### src/rtl/led_spi_pkg.sv
// Shared definitions for the LED driver SPI engines (read engine now, write engine later).
package led_spi_pkg;

    typedef enum logic [2:0] {
        ST_IDLE,
        ST_SETUP,
        ST_CMD,
        ST_DATA,
        ST_HOLD,
        ST_GAP
    } state_t;

    localparam logic READ_BIT  = 1'b1;
    localparam int   CMD_BITS  = 8;
    localparam int   WORD_BITS = 16;

    // Phase timers are 8 bits wide, so timing parameters must stay within 1..256.
    typedef logic [7:0] tmr_t;

    function automatic logic [CMD_BITS-1:0] cmd_byte(input logic [6:0] reg_addr);
        return {READ_BIT, reg_addr};
    endfunction

endpackage

### src/rtl/led_spi_sclk_gen.sv
// SPI mode-0 clock generator: SCLK low for HALF_DIV cycles, then high for HALF_DIV.
// rise_en/fall_en are asserted on the clkin cycle before sclk visibly changes.
module led_spi_sclk_gen #(
    parameter int HALF_DIV = 12
) (
    input  logic clkin,
    input  logic rst_n,
    input  logic en,
    output logic sclk,
    output logic rise_en,
    output logic fall_en
);
    logic [7:0] cnt;
    logic       tc;

    assign tc      = en && (cnt == 8'd0);
    assign rise_en = tc && !sclk;
    assign fall_en = tc && sclk;

    // Reloading while disabled guarantees a full low half-period after enable.
    always_ff @(posedge clkin or negedge rst_n) begin
        if (!rst_n) begin
            cnt  <= 8'd0;
            sclk <= 1'b0;
        end else if (!en) begin
            cnt  <= 8'(HALF_DIV - 1);
            sclk <= 1'b0;
        end else if (cnt == 8'd0) begin
            cnt  <= 8'(HALF_DIV - 1);
            sclk <= ~sclk;
        end else begin
            cnt <= cnt - 8'd1;
        end
    end

endmodule

### src/rtl/led_spi_rdback.sv
// Read engine for the LED driver: sends a read command byte over SPI mode 0 and
// captures len+1 16-bit words from miso.
//
// state | meaning
// IDLE  | waiting for start, cs_n high
// SETUP | cs_n low, CS_SETUP cycles before the command starts
// CMD   | shifting out the read command byte
// DATA  | capturing len+1 words, SCLK free-running
// HOLD  | SCLK parked low for CS_HOLD cycles before cs_n rises
// GAP   | cs_n high for GAP cycles before returning to IDLE
module led_spi_rdback
    import led_spi_pkg::*;
#(
    parameter int HALF_DIV = 12,
    parameter int CS_SETUP = 12,
    parameter int CS_HOLD  = 12,
    parameter int GAP      = 24
) (
    input  logic        clkin,
    input  logic        rst_n,
    input  logic        start,
    input  logic [6:0]  addr,
    input  logic [3:0]  len,
    output logic        busy,
    output logic [15:0] rd_data,
    output logic        rd_valid,
    output logic        done,
    output logic        spi_cs_n,
    output logic        spi_sclk,
    output logic        spi_mosi,
    input  logic        spi_miso
);
    state_t                state, state_nxt;
    tmr_t                  tmr, tmr_nxt;
    logic [3:0]            bit_cnt, bit_nxt;
    logic [3:0]            word_cnt, word_nxt;
    logic [3:0]            len_q, len_nxt;
    logic [CMD_BITS-1:0]   cmd_sr, cmd_nxt;
    logic                  cs_n_q, cs_n_nxt;
    logic                  mosi_q, mosi_nxt;
    logic                  busy_q, busy_nxt;
    logic                  done_q, done_nxt;

    logic                  sclk_en, rise_en, fall_en;
    logic                  miso_s1, miso_s2;
    logic                  rise_d1, rise_d2, smp_en;
    logic [3:0]            smp_cnt;
    logic [WORD_BITS-2:0]  rx_sr;

    assign sclk_en  = (state == ST_CMD) || (state == ST_DATA);
    assign spi_cs_n = cs_n_q;
    assign spi_mosi = mosi_q;
    assign busy     = busy_q;
    assign done     = done_q;

    led_spi_sclk_gen #(.HALF_DIV(HALF_DIV)) u_sclk_gen (
        .clkin   (clkin),
        .rst_n   (rst_n),
        .en      (sclk_en),
        .sclk    (spi_sclk),
        .rise_en (rise_en),
        .fall_en (fall_en)
    );

    always_ff @(posedge clkin or negedge rst_n) begin
        if (!rst_n) begin
            state    <= ST_IDLE;
            tmr      <= '0;
            bit_cnt  <= '0;
            word_cnt <= '0;
            len_q    <= '0;
            cmd_sr   <= '0;
            cs_n_q   <= 1'b1;
            mosi_q   <= 1'b0;
            busy_q   <= 1'b0;
            done_q   <= 1'b0;
        end else begin
            state    <= state_nxt;
            tmr      <= tmr_nxt;
            bit_cnt  <= bit_nxt;
            word_cnt <= word_nxt;
            len_q    <= len_nxt;
            cmd_sr   <= cmd_nxt;
            cs_n_q   <= cs_n_nxt;
            mosi_q   <= mosi_nxt;
            busy_q   <= busy_nxt;
            done_q   <= done_nxt;
        end
    end

    always_comb begin
        state_nxt = state;
        tmr_nxt   = tmr;
        bit_nxt   = bit_cnt;
        word_nxt  = word_cnt;
        len_nxt   = len_q;
        cmd_nxt   = cmd_sr;
        cs_n_nxt  = cs_n_q;
        mosi_nxt  = mosi_q;
        busy_nxt  = busy_q;
        done_nxt  = 1'b0;
        case (state)
            ST_IDLE: begin
                if (start) begin
                    state_nxt = ST_SETUP;
                    cmd_nxt   = cmd_byte(addr);
                    len_nxt   = len;
                    word_nxt  = '0;
                    tmr_nxt   = tmr_t'(CS_SETUP - 1);
                    cs_n_nxt  = 1'b0;
                    busy_nxt  = 1'b1;
                end
            end
            ST_SETUP: begin
                if (tmr == '0) begin
                    state_nxt = ST_CMD;
                    mosi_nxt  = cmd_sr[CMD_BITS-1];
                    cmd_nxt   = {cmd_sr[CMD_BITS-2:0], 1'b0};
                    bit_nxt   = 4'(CMD_BITS - 1);
                end else begin
                    tmr_nxt = tmr - tmr_t'(1);
                end
            end
            ST_CMD: begin
                if (fall_en) begin
                    if (bit_cnt == 4'd0) begin
                        state_nxt = ST_DATA;
                        mosi_nxt  = 1'b0;
                        bit_nxt   = 4'(WORD_BITS - 1);
                    end else begin
                        bit_nxt  = bit_cnt - 4'd1;
                        mosi_nxt = cmd_sr[CMD_BITS-1];
                        cmd_nxt  = {cmd_sr[CMD_BITS-2:0], 1'b0};
                    end
                end
            end
            ST_DATA: begin
                // Word boundaries are tracked on SCLK falls; capture runs separately below.
                if (fall_en) begin
                    if (bit_cnt == 4'd0) begin
                        bit_nxt = 4'(WORD_BITS - 1);
                        if (word_cnt == len_q) begin
                            state_nxt = ST_HOLD;
                            tmr_nxt   = tmr_t'(CS_HOLD - 1);
                        end else begin
                            word_nxt = word_cnt + 4'd1;
                        end
                    end else begin
                        bit_nxt = bit_cnt - 4'd1;
                    end
                end
            end
            ST_HOLD: begin
                if (tmr == '0) begin
                    state_nxt = ST_GAP;
                    cs_n_nxt  = 1'b1;
                    done_nxt  = 1'b1;
                    tmr_nxt   = tmr_t'(GAP - 1);
                end else begin
                    tmr_nxt = tmr - tmr_t'(1);
                end
            end
            ST_GAP: begin
                if (tmr == '0) begin
                    state_nxt = ST_IDLE;
                    busy_nxt  = 1'b0;
                end else begin
                    tmr_nxt = tmr - tmr_t'(1);
                end
            end
            default: state_nxt = ST_IDLE;
        endcase
    end

    // Sample two cycles after the visible SCLK rise to absorb the synchroniser delay.
    assign smp_en = rise_d2 && (state == ST_DATA);

    always_ff @(posedge clkin or negedge rst_n) begin
        if (!rst_n) begin
            miso_s1  <= 1'b0;
            miso_s2  <= 1'b0;
            rise_d1  <= 1'b0;
            rise_d2  <= 1'b0;
            smp_cnt  <= '0;
            rx_sr    <= '0;
            rd_data  <= '0;
            rd_valid <= 1'b0;
        end else begin
            miso_s1  <= spi_miso;
            miso_s2  <= miso_s1;
            rise_d1  <= rise_en;
            rise_d2  <= rise_d1;
            rd_valid <= 1'b0;
            if (state == ST_IDLE) begin
                smp_cnt <= '0;
            end else if (smp_en) begin
                rx_sr   <= {rx_sr[WORD_BITS-3:0], miso_s2};
                smp_cnt <= smp_cnt + 4'd1;
                if (smp_cnt == 4'(WORD_BITS - 1)) begin
                    rd_data  <= {rx_sr, miso_s2};
                    rd_valid <= 1'b1;
                end
            end
        end
    end

endmodule

### config.mk
export PLATFORM = sky130hd
export DESIGN_NAME = led_spi_rdback
export DESIGN_NICKNAME = d
export VERILOG_FILES = /design/src/rtl/led_spi_pkg.sv /design/src/rtl/led_spi_sclk_gen.sv /design/src/rtl/led_spi_rdback.sv
export SDC_FILE = /design/constraint.sdc
export NUM_CORES = 1
export LEC_CHECK = 0
export ABC_AREA = 1
export BUFFER_PORTS_ARGS = -buffer_cell sky130_fd_sc_hd__buf_4
export CAP_MARGIN = 20
export CORE_MARGIN = 2
export CORE_UTILIZATION = 35
export DETAILED_ROUTE_END_ITERATION = 7
export PLACE_DENSITY = 0.59
export SETUP_SLACK_MARGIN = 0.15
export SLEW_MARGIN = 20
export SYNTH_ARGS = -nofsm -noshare
export SYNTH_HDL_FRONTEND = slang
export SYNTH_SLANG_ARGS = --single-unit
### constraint.sdc
create_clock -name clkin -period 1.8 [get_ports clkin]
set_input_delay 0.09 -clock clkin [delete_from_list [all_inputs] [get_ports clkin]]
set_output_delay 0.09 -clock clkin [all_outputs]
set_load 0.005 [all_outputs]
==> run_results.csv, run 1 <==
group,metric,value,unit
outcome,status,"complete, no violations",
setup_path,critical_path_cell_count,9,
synthesis,syn_nets,518,
power_and_ir_drop,cellLeakagePower,2.70,nW
global_route,busiest_layer,"met2",
synthesis,netlist_instances,497,
placement,io_buffers,36,
synthesis,synth_edf_count,0,
synthesis,ys_seq_area_frac,0.512,
route,firstDrtPassIters,4,
setup_path,critical_path.max_stage_delay,0.46,ns
route,drc,0,
finish,area_delta_synth_final,33.6,%
sta,layout_setup_ws,0.175,ns
global_route,antenna_found_initial,0,
sta,rsz0062_at_grt,"yes",
setup_path,r2r_start,"state[1]",
synthesis,yosysUniqueCellTypes,31,
setup_path,reg2reg_to,"rd_data[9]",
sta,finalSetupViolCount,0,
placement,post-place-ws,0.0477,ns
setup_path,cp_top_family,"simple AND/OR/NAND/NOR gates",
sta,timing.fmax,615,MHz
power_and_ir_drop,clkPwrFrac,0.249,
floorplan,die_h,112,um
placement,hpwl,5580,um
finish,fin_util,0.481,
setup_path,crit_type,"reg -> reg",
global_route,grt.overflow.total,0,
setup_path,cp_max_fo,8,
route,drtIter0Drc,175,
global_route,grt_max_degree,50,
min_path,hold_class,"in -> reg",
run,cap_viol_max_count,0,
sta,setup_tns,0,ns
clock_network,clock-sinks,84,
floorplan,start_util,0.360,
synthesis,syn_avg_cell_area,8.27,um2
global_route,grt_pass1_vias,3102,
setup_path,r2r_setup_slack,0.17,ns
clock_network,cts_tree,"done",
clock_network,root_buffer,"clkbuf_16",
setup_path,cp-start-kind,"flip-flop",
sta,final.period_utilization,0.903,
sta,slew_headroom,0.678,
finish,diodes,0,
power_and_ir_drop,p_sw,3.15,mW
sta,fin_crit,1.63,ns
finish,drive_gt1_frac,0.324,
power_and_ir_drop,seq_power_share,0.323,
power_and_ir_drop,power.density,1450,nW/um2
setup_path,path_cells,"nand2_2, nor2_4, nand2_4, inv_4, and3_4, nand2_8, clkbuf_16, nand2_1, o21ai_2",
synthesis,synth_flop_cell,"dfrtp_1",
synthesis,synth.yosys.warnings,0,
clock_network,h-tree-depth,3,
min_path,min_from,"addr[0]",
power_and_ir_drop,peakVddDrop,0.000680,V
floorplan,dieArea,12600,um2
power_and_ir_drop,pwr-share-comb,0.428,
global_route,grt_pass1_wl,14400,um
finish,fillers,1088,
sta,clock_skew,0.00539,ns
setup_path,crit_slowest_cell,"dfrtp_2",
route,ant_nets,0,
setup_path,end_kind,"flip-flop",
synthesis,synth_area,4110,um2
clock_network,clock_path_buffers,2,
floorplan,rows,39,
floorplan,dieWidth,112,um
placement,globalplace.congestion,0.847,
power_and_ir_drop,p_int,4.83,mW
sta,finalHoldViolCount,0,
finish,final_nets,597,
floorplan,top_level_ports,37,
setup_path,setup.worst_path.end,"rd_data[9]",
power_and_ir_drop,switching_share,0.395,
floorplan,core-area,11400,um2
clock_network,clk_latency,0.33,ns
clock_network,cts-buffers-inserted,9,
setup_path,critPathRequiredTime,2.03,ns
setup_path,crit_arrival,1.85,ns
global_route,use_met1,0.190,
global_route,met2_usage,0.214,
setup_path,path_buf_inv,2,
route,via_per_inst,4.61,
global_route,use_met3,0.0335,
route,drt-total-wl,8720,um
synthesis,ys_ff_latch,84,
sta,slew_viol_final,0,
setup_path,startpoint,"state[1]",
route,vias,3336,
global_route,grt_util_all_layers,0.138,
setup_path,r2r_cells,9,
clock_network,clkTransAtPathRegs,0.06,ns
route,routedWlPerCell,12.1,um
sta,worst_pin_slew,0.483,ns
synthesis,synthArstFlopShare,1.00,
[layout by cell type, fill, tap and decap left out, drive strengths merged]
cell type / instances
a31oi: 1
clkbuf: 12
dfrtp: 83
nand3b: 1
clkinvlp: 2
and3: 1
xnor2: 3
bufinv: 2
buf: 68
nor2: 45
inv: 69
o31ai: 2
a21oi: 7
nand2: 157
nand4: 5
dfstp: 1
nor3: 4
xor2: 7
ha: 6
o21ai: 68
dlygate4sd3: 6
nand3: 29
a21boi: 1
[how the worst min path moves through the flow]
stage | end | cells after the start
CTS | cmd_sr[0] | 3
floorplan | bit_cnt[0] | 0
finish | cmd_sr[0] | 3
detailed placement | rd_data[5] | 1
global placement | rd_data[5] | 1
global route | cmd_sr[0] | 3
[tightest hold or removal path: stages]
cell     delay, ns
buf_4         0.11
nand2_1       0.05
o21ai_1       0.06
[kinds of logic after synthesis]
family          after synthesis  synth area share
xor+xnor                     10            0.0213
simple gates                241             0.257
flops                        84             0.512
buf+inv                      77            0.0786
fa+ha+maj                     6            0.0183
compound gates               79             0.113
[per-stage QoR]
stage                     std cells  hold WS [ns]  area, um2  total power, mW
after global placement          680        0.0898       4610             5.23
after global routing            723        0.0221       5490             8.68
after floorplan                 497        -0.206       4110             4.57
final                           723        0.0144       5490             7.99
after CTS                       702       0.00195       5020             7.39
after detailed placement        680        0.0934       4610             5.30
[layer usage]
| layer | vias up | wire (um) |
|---|---|---|
| li1 | 1739 | - |
| met1 | 1539 | 4200 |
| met2 | 53 | 4140 |
| met3 | 5 | 298 |
| met4 | 0 | 84 |
| met5 | - | 0 |
[timing repair]
item / 4_1_cts / 5_1_grt
hold buffers: 6 / 0
pin swaps: 2 / 19
endpoints found under the setup margin: 38 / 52
buffers inserted: 1 / 17
gates cloned: 0 / 4
endpoints found under the hold margin: 39 / 0
resized for setup: 7 / 84
[cell type report]
cell class | instances | area, um2 | area share
inverters | 68 | 263 | 0.0479
clock inverters | 5 | 83.8 | 0.0153
clock buffers | 10 | 239 | 0.0435
flip-flops and latches | 84 | 2110 | 0.384
well taps | 143 | 179 | 0.0326
repair buffers | 76 | 653 | 0.119
multi-input cells | 337 | 1960 | 0.358
[Yosys cell counts, types with 3 or more instances]
library cell	count	area (um2)
a21oi_1	6	30.0
o21ai_1	8	40.0
nor2_4	3	33.8
clkbuf_1	4	15.0
nor2_2	3	18.8
nand2_1	148	556
nand2_2	8	50.1
nand4_1	5	31.3
nor3_1	4	20.0
inv_1	62	233
inv_2	6	22.5
o21ai_0	45	225
nor2_1	39	146
o21ai_2	15	131
xor2_1	7	61.3
ha_1	6	75.1
dfrtp_1	83	2080
buf_6	4	45.0
nand3_1	24	120
xnor2_1	3	26.3
[power groups by stage]
stage / registers, mW / logic (mW) / clock network [mW]
6_report: 2.58 / 3.42 / 1.99
5_1_grt: 2.63 / 3.89 / 2.15
4_1_cts: 2.57 / 2.77 / 2.05
3_5_place_dp: 2.59 / 2.72 / 0
3_3_place_gp: 2.58 / 2.65 / 0
2_1_floorplan: 2.49 / 2.08 / 0
[sequential cells by signal (all words and copies together), names as in the netlist, 3 cells and up]
register,cells
len_q,4
tmr,8
bit_cnt,4
smp_cnt,4
rx_sr,15
state,3
word_cnt,4
rd_data,16
u_sclk_gen.cnt,8
cmd_sr,8
Note: power is estimated with default switching activity, not from simulation.
==> run 2: changes to the inputs <==
--- a/config.mk
+++ b/config.mk
@@ -9,9 +9,9 @@
 export BUFFER_PORTS_ARGS = -buffer_cell sky130_fd_sc_hd__buf_4
 export CAP_MARGIN = 20
 export CORE_MARGIN = 2
-export CORE_UTILIZATION = 35
+export CORE_UTILIZATION = 53
 export DETAILED_ROUTE_END_ITERATION = 7
-export PLACE_DENSITY = 0.59
+export PLACE_DENSITY = 0.79
 export SETUP_SLACK_MARGIN = 0.15
 export SLEW_MARGIN = 20
 export SYNTH_ARGS = -nofsm -noshare
==> constraint.sdc (replaced) <==
create_clock -name clkin -period 2.1 [get_ports clkin]
set_input_delay 0.105 -clock clkin [delete_from_list [all_inputs] [get_ports clkin]]
set_output_delay 0.105 -clock clkin [all_outputs]
set_load 0.005 [all_outputs]
==> run 2 against run 1 <==
Critical path depth rose by 2. Count of clock-buffer cells in the layout increased by 1. Cell count fell by 9.7%. Die area shrank 33%. Highest routed layer unchanged.
==> run_results.csv, run 2 (same netlist as run 1, synthesis figures left out) <==
group,metric,value,unit
floorplan,start_util,0.540,
clock_network,h-tree-depth,3,
power_and_ir_drop,power.density,1150,nW/um2
setup_path,crit_path_frequent_cell,"nand2_1",
finish,diodes,0,
sta,finalSetupViolCount,0,
clock_network,cts_tree,"done",
placement,io_buffers,36,
placement,place_inst,631,
sta,rsz0062_at_grt,"no",
sta,slew_headroom,0.640,
setup_path,path_cells,"inv_1, ha_1, nand2_1, nor2_1, nand2_1, nand2_1, inv_1, nor2_1, nand3_1, nand2_1, nand2_1",
floorplan,rows,32,
setup_path,critPathRequiredTime,2.34,ns
min_path,hold_class,"in -> reg",
setup_path,end_kind,"flip-flop",
sta,slew_viol_final,0,
clock_network,clock-sinks,84,
route,via_per_inst,4.91,
global_route,grt_max_degree,44,
global_route,grt_util_all_layers,0.190,
clock_network,clock_path_buffers,2,
route,drtIter0Drc,266,
finish,regMostFlops,"rd_data",
sta,worst_pin_slew,0.540,ns
finish,fin_cells,653,
clock_network,cts-buffers-inserted,9,
global_route,grt_pass1_wl,13000,um
global_route,antenna_found_initial,0,
finish,area_delta_synth_final,15.8,%
route,routedWlPerCell,11.1,um
finish,final_common_cell,"nand2_1",
sta,timing.fmax,571,MHz
placement,hpwl,5270,um
finish,drive_gt1_frac,0.185,
sta,clock_skew,0.0101,ns
floorplan,core-area,7610,um2
floorplan,dieWidth,92.1,um
run,cap_viol_max_count,0,
sta,fin_crit,1.75,ns
sta,final.period_utilization,0.834,
route,drc,0,
clock_network,clk_latency,0.35,ns
setup_path,crit_arrival,1.99,ns
route,firstDrtPassIters,4,
setup_path,critical_path.max_stage_delay,0.40,ns
power_and_ir_drop,cellLeakagePower,2.45,nW
route,vias,3204,
setup_path,crit_slowest_cell,"dfrtp_1",
floorplan,top_level_ports,37,
placement,globalplace.congestion,0.826,
setup_path,r2r_setup_slack,0.35,ns
floorplan,die_h,92.1,um
finish,most-common-layout-cells,"nand2_1 (148), dfrtp_1 (82), inv_1 (62)",
global_route,grt_pass1_vias,3009,
setup_path,cp-start-kind,"flip-flop",
route,drt-total-wl,7240,um
global_route,grt.overflow.total,0,
floorplan,dieArea,8470,um2
finish,fin_util,0.625,
outcome,status,"complete, no violations",
power_and_ir_drop,peakVddDrop,0.000707,V
setup_path,cp_max_fo,6,
clock_network,root_buffer,"clkbuf_8",
finish,final_nets,567,
finish,largest_registers,"rd_data x16, rx_sr x15",
setup_path,crit_type,"reg -> reg",
finish,largest_register_ffs,16,
clock_network,clkTransAtPathRegs,0.09,ns
sta,finalHoldViolCount,0,
route,ant_nets,0,
sta,setup_tns,0,ns
## run 2: power by group
| part | total (mW) | internal, mW | switching [mW] |
|---|---|---|---|
| clock network | 1.08 | 0.479 | 0.602 |
| registers | 2.19 | 1.93 | 0.256 |
| logic | 2.21 | 0.740 | 1.47 |
## run 2: worst paths after layout
check	from	cells past startpoint	endpoint
max in group asynchronous	rst_n	3	spi_cs_n
worst max register to register	tmr[0]	11	state[0]
min in group asynchronous	rst_n	2	rd_data[4]
worst min-delay path	addr[0]	3	cmd_sr[0]
worst min register to register	miso_s1	0	miso_s2
worst max-delay path	tmr[0]	11	state[0]
## run 2: repair_timing
action                     4_1_cts  5_1_grt
setup endpoints to repair        0       15
resized for setup                0        6
hold endpoints to repair        46        0
buffers inserted                 0        0
hold buffers                     6        0
## run 2: worst max-delay path, delay by kind of cell (launching register included)
kind | cells | cell delay, ns
and+or+nand+nor | 8 | 0.90
DFF | 1 | 0.40
adders and majority gates | 1 | 0.18
buffers and inverters | 2 | 0.14
## run 2: layout make-up
cell class / instances / area [um2]
Clock buffer: 11 / 141
Clock inverter: 5 / 45.0
Fill cell: 658 / 2850
Inverter: 68 / 255
Multi-Input combinational cell: 336 / 1700
Sequential cell: 84 / 2100
Tap cell: 102 / 128
Timing Repair Buffer: 47 / 380
## run 2: metrics by stage
| stage | power (mW) | instance area (um2) | setup WS (ns) | hold WS [ns] |
|---|---|---|---|---|
| floorplan | 3.91 | 4110 | 0.529 | -0.191 |
| global placement | 4.30 | 4490 | 0.272 | 0.128 |
| detailed placement | 4.39 | 4490 | 0.266 | 0.130 |
| CTS | 5.49 | 4740 | 0.241 | 0.00194 |
| global route | 5.99 | 4760 | 0.152 | 0.0148 |
| finish | 5.48 | 4760 | 0.349 | 0.0104 |
## run 2: layer usage
metal  part of all wire  global-route usage  vias up
met4              0.011              0.0821        0
met5                  0                   0        -
met3              0.038              0.0403        8
li1                   -                   -     1669
met1               0.49               0.255     1471
met2               0.46               0.301       56
